[config.mk]
export PLATFORM = sky130hd
export DESIGN_NAME = led_pattern_sequencer
export DESIGN_NICKNAME = d
export VERILOG_FILES = /design/src/rtl/led_pattern_sequencer.sv
export SDC_FILE = /design/constraint.sdc
export NUM_CORES = 1
export LEC_CHECK = 0
export ABC_AREA = 0
export ABC_CLOCK_PERIOD_IN_PS = 4800
export CAP_MARGIN = 40
export CELL_PAD_IN_SITES_DETAIL_PLACEMENT = 1
export CELL_PAD_IN_SITES_GLOBAL_PLACEMENT = 1
export CORE_MARGIN = 1.5
export CORE_UTILIZATION = 28
export DETAILED_ROUTE_END_ITERATION = 6
export PLACE_DENSITY = 0.55
export SLEW_MARGIN = 10
export SYNTH_ARGS = -nofsm -noshare
export SYNTH_HDL_FRONTEND = slang
export SYNTH_SLANG_ARGS = --single-unit
[constraint.sdc]
create_clock -name clk -period 4.8 [get_ports clk]
set_clock_uncertainty 0.05 [all_clocks]
set_input_delay 1.44 -clock clk [delete_from_list [all_inputs] [get_ports clk]]
set_output_delay 1.44 -clock clk [all_outputs]
set_load 0.01 [all_outputs]
[src/rtl/led_pattern_sequencer.sv]
// rtl/led_pattern_sequencer.sv - prescaled read-side controller for the left/right LED pattern ROMs
// Steps WAIT -> FETCH -> CAPT once per tick and latches the selected ROM word onto the LEDs.
module led_pattern_sequencer #(
   parameter int unsigned TICK_DIV  = 50000000,
   parameter int unsigned DIV_W     = 26,
   parameter int unsigned ADDR_LAST = 4095
) (
   input  logic        clk,
   input  logic        resetn,
   input  logic        run,
   input  logic        dir,
   input  logic        restart,
   output logic        rom_en,
   output logic [11:0] rom_addr,
   output logic        rom_sel,
   input  logic [3:0]  rom_data_l,
   input  logic [3:0]  rom_data_r,
   output logic [3:0]  led,
   output logic        step
);

   typedef enum logic [1:0] {IDLE, WAIT, FETCH, CAPT} state_t;

   localparam logic [DIV_W-1:0] PRESC_LAST = DIV_W'(TICK_DIV - 1);
   localparam logic [11:0]      ADDR_END   = 12'(ADDR_LAST);

   state_t           state_q, state_d;
   logic [DIV_W-1:0] presc_q, presc_d;
   logic [11:0]      addr_q, addr_d;
   logic [3:0]       led_q, led_d;
   logic             rom_en_q, rom_sel_q, rom_sel_d, step_q;
   logic             pend_q, pend_d;

   always_comb begin
      state_d   = state_q;
      presc_d   = presc_q;
      addr_d    = addr_q;
      led_d     = led_q;
      rom_sel_d = rom_sel_q;
      pend_d    = pend_q;
      case (state_q)
         IDLE: begin
            if (restart) addr_d = 12'd0;
            if (run) begin
               state_d = WAIT;
               presc_d = '0;
            end
         end
         WAIT: begin
            if (restart) addr_d = 12'd0;
            if (!run) begin
               state_d = IDLE;
               presc_d = '0;
            end else if (presc_q == PRESC_LAST) begin
               state_d   = FETCH;
               presc_d   = '0;
               rom_sel_d = dir;
            end else begin
               presc_d = presc_q + 1'b1;
            end
         end
         FETCH: begin
            // A restart seen mid-read is deferred so the read finishes on the old address.
            pend_d  = restart;
            state_d = CAPT;
         end
         CAPT: begin
            led_d   = rom_sel_q ? rom_data_r : rom_data_l;
            addr_d  = (restart || pend_q || addr_q == ADDR_END) ? 12'd0 : addr_q + 12'd1;
            pend_d  = 1'b0;
            state_d = run ? WAIT : IDLE;
         end
         default: state_d = IDLE;
      endcase
   end

   always_ff @(posedge clk) begin
      if (!resetn) begin
         state_q   <= IDLE;
         presc_q   <= '0;
         addr_q    <= 12'd0;
         led_q     <= 4'h0;
         rom_en_q  <= 1'b0;
         rom_sel_q <= 1'b0;
         step_q    <= 1'b0;
         pend_q    <= 1'b0;
      end else begin
         state_q   <= state_d;
         presc_q   <= presc_d;
         addr_q    <= addr_d;
         led_q     <= led_d;
         rom_en_q  <= (state_d == FETCH);
         rom_sel_q <= rom_sel_d;
         step_q    <= (state_q == CAPT);
         pend_q    <= pend_d;
      end
   end

   assign rom_en   = rom_en_q;
   assign rom_addr = addr_q;
   assign rom_sel  = rom_sel_q;
   assign led      = led_q;
   assign step     = step_q;

endmodule

Yosys cells after proc, flatten, opt, wreduce, memory -nomap -nowiden

Index checks and enable logic that the tools add are counted.

Equal/unequal tests: 8
Reductions and logical operators: 10
Mux-type cells: 14
Add/subtract/negate cells: 2

Operators by type and width:

| operator                                                                 | count |
|---|---|
| 26-bit two-way mux                                                       | 3 |
| 26-bit one-hot mux with 2 select lines                                   | 1 |
| 26-bit by 1-bit adder with 26-bit output (second input constant)         | 1 |
| 26-bit equality test (second input constant)                             | 1 |
| 12-bit two-way mux                                                       | 2 |
| 12-bit one-hot mux with 2 select lines                                   | 1 |
| 12-bit by 1-bit adder with 12-bit output (second input constant)         | 1 |
| 12-bit equality test (second input constant)                             | 1 |
| 2-bit one-hot mux with 4 select lines                                    | 1 |
| 2-bit equality test (second input constant)                              | 3 |
| 2-bit two-way mux                                                        | 3 |
| 2-bit nonzero test                                                       | 3 |
| 4-bit two-way mux                                                        | 1 |
| 2-bit AND reduction                                                      | 2 |
| 3-bit AND reduction                                                      | 1 |
| 2-bit by 1-bit equality test with 1-bit output (second input constant)   | 1 |
| 2-bit logical NOT                                                        | 1 |
| 1-bit logical OR                                                         | 2 |
| 2-bit by 1-bit inequality test with 1-bit output (second input constant) | 1 |
| 2-bit inequality test (second input constant)                            | 1 |
| 1-bit one-hot mux with 2 select lines                                    | 1 |
| 2-bit OR reduction                                                       | 1 |
| 1-bit two-way mux                                                        | 1 |

Register bits: 48
Logic and storage cells: 42
Bits of input ports: 13
Output and inout port bits: 19

Depth between registers and ports, before layout

Gate-level depths: netlist (run 1).

Word-level depth: 5
Mapped depth: 7
Depth with buffers taken out: 6

Least setup slack after synthesis (run 1)

No wires, ideal clock.

Kind: in2reg
Start point: input run
End point: register presc_q[8]
Data required time: 4.680 ns
Slack: 2.264 ns
Setup time: 0.070 ns
Buffers on the path: 1
Cell stages on the path: 5
Arrival time: 2.417 ns
Path through: and2_1 > o21ai_1 > clkbuf_1 > or4_1 > a21oi_1

Longest elaborated chain between the ends: 2
Elaborated cells between the ends (all ways): 4
Classes of those cells: eq/ne (1); mux (2); reduce/logical (1)

RTL lines:

| element                                                                       | RTL line | text |
|---|---|---|
| start, declared                                                               | 10       | `input logic run,` |
| 26-bit two-way mux or 2-bit inequality test (tied branches)                   | n/a      |  |
| 26-bit one-hot mux with 2 select lines or 2-bit AND reduction (tied branches) | n/a      |  |
| end signal, assigned                                                          | 89       | `presc_q <= presc_d;` |
| end, declared                                                                 | 28       | `logic [DIV_W-1:0] presc_q, presc_d;` |

Several ways; a longest one is shown, not always the timed one.
A chain may end at the register's enable or synchronous reset.

Worst setup path in the final report (run 1)

Start point: input run
End point: register presc_q[6]

The elaborated chain is that of the path after synthesis.

==> results.toml, run 1 <==
[clocking]
post-cts-setup-buffer-count = 0
clock_latency_ns = 0.31
cts-hold-fix-buffers = 0
h-tree-depth = 2
ctsResizeCount = 0
root_buffer = "clkbuf_8"
cts_buffers = 5
clk_pin_slew_ns = 0.10
clock_sinks = 48
clk_path_buf_depth = 2
cts_tree = "built"

[routing]
drt-vias-per-instance = 5.47
vias = 2473
dr.pass1.iters = 4
ant_nets = 0
wl_per_cell_um = 16.7
drcViolationCount = 0
drt_iter0_markers = 64
routed_wl_um = 7560

[placement]
postPlaceCellArea_mm2 = 0.00293
portBuffers = 31
hpwl_um = 5470
gp_routability_congestion = 0.823

[synth]
synth-seq-cells = 48
async_flop_share_pct = 0
yosysMostFrequentCell = "dfxtp_1"
synth_top_area_share_pct = 38.3
yosysWarnings = 0
synth.area.top_cells = "dfxtp_1, nand2_1, nor2_1"
synth_edf_count = 0
ys_seq_area_share_pct = 38.3
synth_commonest_cells = "dfxtp_1, nand2_1, nor2_1"
synth_area_mm2 = 0.00251
synth_cell_types = 52
ys.flop_type = "dfxtp_1"
avgSynthCellArea_um2 = 8.05
synth_cells = 312
yosysTopAreaCell = "dfxtp_1"
syn_nets = 327

[setup_path]
worstPathRequired_ns = 4.98
critical_path_class = "primary input to register"
worstSetupStartpointType = "primary input"
crit_arrival_ns = 3.27
critPathCaptureType = "register"
cp_max_fo = 7

[die]
core_area_mm2 = 0.00872
die_h_um = 97.7
rows = 34
chipWidth_um = 97.7
die-area_mm2 = 0.00955
start_util_pct = 28.8
ioPinCount = 32

[grt]
antenna_found_initial = 0
grt_pass1_vias = 2456
overflow = 0
grt_pass1_wl_um = 12700
grt_max_degree = 27
grtUsageTotal_pct = 16.4

[final_layout]
drive_above_1_share_pct = 7.27
final_design_area_no_fill_mm2 = 0.00303
n_antenna_cell = 0
fillers = 1065
postLayoutCoreUtil_pct = 34.7
final_net_count = 358
area_growth_pct = 20.7

[run]
drv_cap = 0

[timing]
finalSetupViolCount = 0
drv_slew = 0
fmax_ghz = 0.324
finalSetupTns_ns = 0
finalCritPeriodShare_pct = 64.3
fin_crit_ns = 3.09
slew_headroom_pct = 46.6
tightest_slew_ns = 0.796
grt_setup_unrepaired = "false"
hold_viol = 0

[power]
p_leak_nw = 0.910
p_per_area_mw_per_mm2 = 232
peakVddDrop_v = 0.000115

[status]
status = "complete, no violations"

[hold_path]
hold_path_class = "register to register"
## logic make-up (layout without fill, tap and decap cells)
| logic type | count (synthesis) | count (layout) | share of synthesized area (%) |
|---|---|---|---|
| XOR/XNOR | 10 | 10 | 3.49 |
| multiplexers | 5 | 5 | 2.04 |
| buffers and inverters | 18 | 50 | 3.34 |
| AO/OA/AOI/OAI | 65 | 65 | 16.9 |
| flip-flops | 48 | 48 | 38.3 |
| adder cells (fa/ha/maj) | 2 | 2 | 0.996 |
| AND/OR/NAND/NOR | 164 | 164 | 35.0 |
## through the flow
stage                     instances  total power [mW]  setup WS [ns]  hold WS [ns]
after floorplan                 312             0.427           2.26         0.382
after global placement          443             0.447           1.43         0.393
after detailed placement        444             0.448           1.41         0.405
after CTS                       452             0.716           1.70         0.420
after global routing            452             0.739           1.57         0.467
final                           452             0.704           1.71         0.419
## sequential cells by signal (all words and copies together) (netlist names)
signal	count
rom_en	1
presc_q	26
led	4
step	1
pend_q	1
rom_addr	12
rom_sel	1
state_q	2
## critical path, cell delays in order
cell	delay, ns
clkdlybuf4s50_1	0.55
and2_1	0.19
o21ai_1	0.20
buf_4	0.23
or4_1	0.47
a31oi_1	0.18
## power by group
group	total, mW	switching [mW]	leakage (nW)	internal [mW]
Clock	0.266	0.149	0.0434	0.117
Combinational	0.0380	0.0225	0.480	0.0156
Sequential	0.400	0.00128	0.387	0.399
Total	0.704	0.172	0.910	0.531
## final timing paths
kind	start	slack (ns)	end	cells after the start
max	run	1.71	presc_q[6]$_SDFFE_PN0P_	6
min	pend_q$_SDFFE_PN0P_	0.42	pend_q$_SDFFE_PN0P_	2
max reg2reg	presc_q[0]$_SDFFE_PN0P_	2.43	presc_q[10]$_SDFFE_PN0P_	6
min reg2reg	pend_q$_SDFFE_PN0P_	0.42	pend_q$_SDFFE_PN0P_	2
## layer usage
layer / GRT usage [%] / part of all wire, %
met5: 0 / 0
met4: 4.07 / 0.70
met3: 2.95 / 3.0
met2: 27.0 / 45
met1: 22.1 / 51
## layout make-up
cell class              count  area (µm²)  share of cell area (%)
well taps                 108         135                    4.46
repair buffers             36         348                    11.5
multi-input cells         246        1470                    48.4
clock buffers               6        82.6                    2.73
inverters                   6        22.5                   0.743
flip-flops and latches     48         961                    31.7
clock inverters             2        15.0                   0.495
## layout by cell type, fill, tap and decap left out, types with 11 or more instances in the layout
master           count
nand2_1             34
clkdlybuf4s50_1     31
nand4_1             16
nor2_1              29
dfxtp_1             48
nand3_1             21
nor4_1              11
or4_1               11
a21oi_1             18
a31oi_1             11
Power figures use the tool's default switching activity.
==> run 2: changes to the inputs <==
--- a/config.mk
+++ b/config.mk
@@ -6,7 +6,7 @@
 export NUM_CORES = 1
 export LEC_CHECK = 0
 export ABC_AREA = 0
-export ABC_CLOCK_PERIOD_IN_PS = 4800
+export ABC_CLOCK_PERIOD_IN_PS = 2900
 export CAP_MARGIN = 40
 export CELL_PAD_IN_SITES_DETAIL_PLACEMENT = 1
 export CELL_PAD_IN_SITES_GLOBAL_PLACEMENT = 1
==> constraint.sdc (replaced) <==
create_clock -name clk -period 2.9 [get_ports clk]
set_clock_uncertainty 0.05 [all_clocks]
set_input_delay 0.87 -clock clk [delete_from_list [all_inputs] [get_ports clk]]
set_output_delay 0.87 -clock clk [all_outputs]
set_load 0.01 [all_outputs]
==> results.toml, run 2 (synthesis results as in run 1) <==
[status]
status = "complete, no violations"

[setup_path]
reg2reg_slack_ns = 0.52
critPathCaptureType = "register"
worstPathRequired_ns = 3.09
cp_max_fo = 13
slowest_delay_ns = 0.57
reg2reg_depth = 5
cp_top_family = "simple AND/OR/NAND/NOR gates"
critical_path_class = "primary input to register"
crit_arrival_ns = 2.70
path_buf_inv = 1
crit_cells = 5
crit_path_top_delay_cell = "or4_1"
worstSetupStartpointType = "primary input"
path_cells = "clkdlybuf4s50_1 -> and2_1 -> o21ai_1 -> or4_1 -> a31oi_1"

[timing]
finalSetupViolCount = 0
slew_headroom_pct = 40.1
fmax_ghz = 0.398
grt_setup_unrepaired = "false"
finalCritPeriodShare_pct = 86.6
finalSetupTns_ns = 0
tightest_slew_ns = 0.893
drv_slew = 0
fin_crit_ns = 2.51
whs_ns = 0.411
hold_viol = 0

[final_layout]
regArea_um2 = 961
area_growth_pct = 22.7
final_common_cell = "dfxtp_1"
postLayoutCoreUtil_pct = 35.3
largest_reg_flops = 26
n_antenna_cell = 0
drive_above_1_share_pct = 9.38
regMostFlops = "presc_q"
final_net_count = 367
layout_common_cells = "dfxtp_1, nand2_1, clkdlybuf4s50_1"
multi_input_area_mm2 = 0.00147
fillers = 1064

[die]
die_h_um = 97.7
core_area_mm2 = 0.00872
ioPinCount = 32
die-area_mm2 = 0.00955
chipWidth_um = 97.7
start_util_pct = 28.8
rows = 34

[placement]
portBuffers = 31
hpwl_um = 5700
gp_routability_congestion = 0.782

[routing]
ant_nets = 0
routed_wl_um = 7690
drcViolationCount = 0
drt_iter0_markers = 82
wl_per_cell_um = 16.7
dr.pass1.iters = 4
vias = 2511
drt-vias-per-instance = 5.46

[clocking]
clock_sinks = 48
ctsResizeCount = 0
post-cts-setup-buffer-count = 0
clock_latency_ns = 0.31
cts-hold-fix-buffers = 0
cts_buffers = 5
root_buffer = "clkbuf_8"
cts_tree = "built"
h-tree-depth = 2
clk_pin_slew_ns = 0.10
clk_path_buf_depth = 2

[grt]
antenna_found_initial = 0
grt_pass1_vias = 2566
grt_max_degree = 16
grt_pass1_wl_um = 13300
overflow = 0
grtUsageTotal_pct = 17.3

[power]
totalPowerFinal_mw = 1.14
p_leak_nw = 0.952
peakVddDrop_v = 0.000194
p_per_area_mw_per_mm2 = 368

[hold_path]
worstHoldPathCells = 2
hold_path_class = "register to register"

[run]
drv_cap = 0
-- run 2: cell types whose count changed in the layout (fill, tap and decap cells not counted) --
cell | previous run | this run
buf_4 | 5 | 14
clkbuf_8 | 6 | 5
clkinv_2 | 0 | 1
clkinvlp_4 | 2 | 1
-- run 2: worst paths after layout --
check                                              from                  endpoint
worst max register to register  presc_q[7]$_SDFFE_PN0P_   presc_q[5]$_SDFFE_PN0P_
worst max-delay path                                run  presc_q[21]$_SDFFE_PN0P_
worst min register to register      pend_q$_SDFFE_PN0P_       pend_q$_SDFFE_PN0P_
worst min-delay path                pend_q$_SDFFE_PN0P_       pend_q$_SDFFE_PN0P_
-- run 2: where the power goes --
part | internal [mW] | total (mW) | switching (mW)
sequential | 0.660 | 0.662 | 0.00239
combinational | 0.0309 | 0.0699 | 0.0391
clock | 0.164 | 0.403 | 0.239
total | 0.855 | 1.14 | 0.280
-- run 2: final cells by class --
type	instances	area share, %
clock buffer	5	2.23
sequential	48	31.2
multi-input combinational	246	47.6
inverter	6	0.731
tap	108	4.38
clock inverter	2	0.406
timing repair buffer	45	13.5
-- run 2: worst register-to-register path, stage by stage (launching register included) --
cell       delay, ns
dfxtp_1         0.42
nor4_1          0.43
nand4_1         0.27
o21ai_1         0.77
a2bb2oi_1       0.26
a21oi_1         0.08
-- run 2: per-stage QoR --
| stage | area, µm² | instances | worst slack, ns |
|---|---|---|---|
| after floorplan | 2510 | 312 | 0.934 |
| after global placement | 3000 | 453 | 0.133 |
| after detailed placement | 3000 | 453 | 0.0907 |
| after CTS | 3080 | 460 | 0.420 |
| after global routing | 3080 | 460 | 0.248 |
| final | 3080 | 460 | 0.390 |
-- run 2: metal layers --
| metal | up-vias | part of all wire, % | GRT usage [%] |
|---|---|---|---|
| li1 | 1254 | - | - |
| met1 | 1215 | 50 | 23.8 |
| met2 | 40 | 46 | 28.3 |
| met3 | 2 | 3.4 | 3.38 |
| met4 | 0 | 0.66 | 3.63 |
| met5 | - | 0 | 0 |
==> run 3: changes to the inputs <==
--- a/config.mk
+++ b/config.mk
@@ -13,8 +13,10 @@
 export CORE_MARGIN = 1.5
 export CORE_UTILIZATION = 28
 export DETAILED_ROUTE_END_ITERATION = 6
+export GPL_ROUTABILITY_DRIVEN = 0
 export PLACE_DENSITY = 0.55
 export SLEW_MARGIN = 10
 export SYNTH_ARGS = -nofsm -noshare
 export SYNTH_HDL_FRONTEND = slang
 export SYNTH_SLANG_ARGS = --single-unit
+export TNS_END_PERCENT = 1
==> results of run 3 <==
Final layout, timing and power as in run 2 (identical DEF).
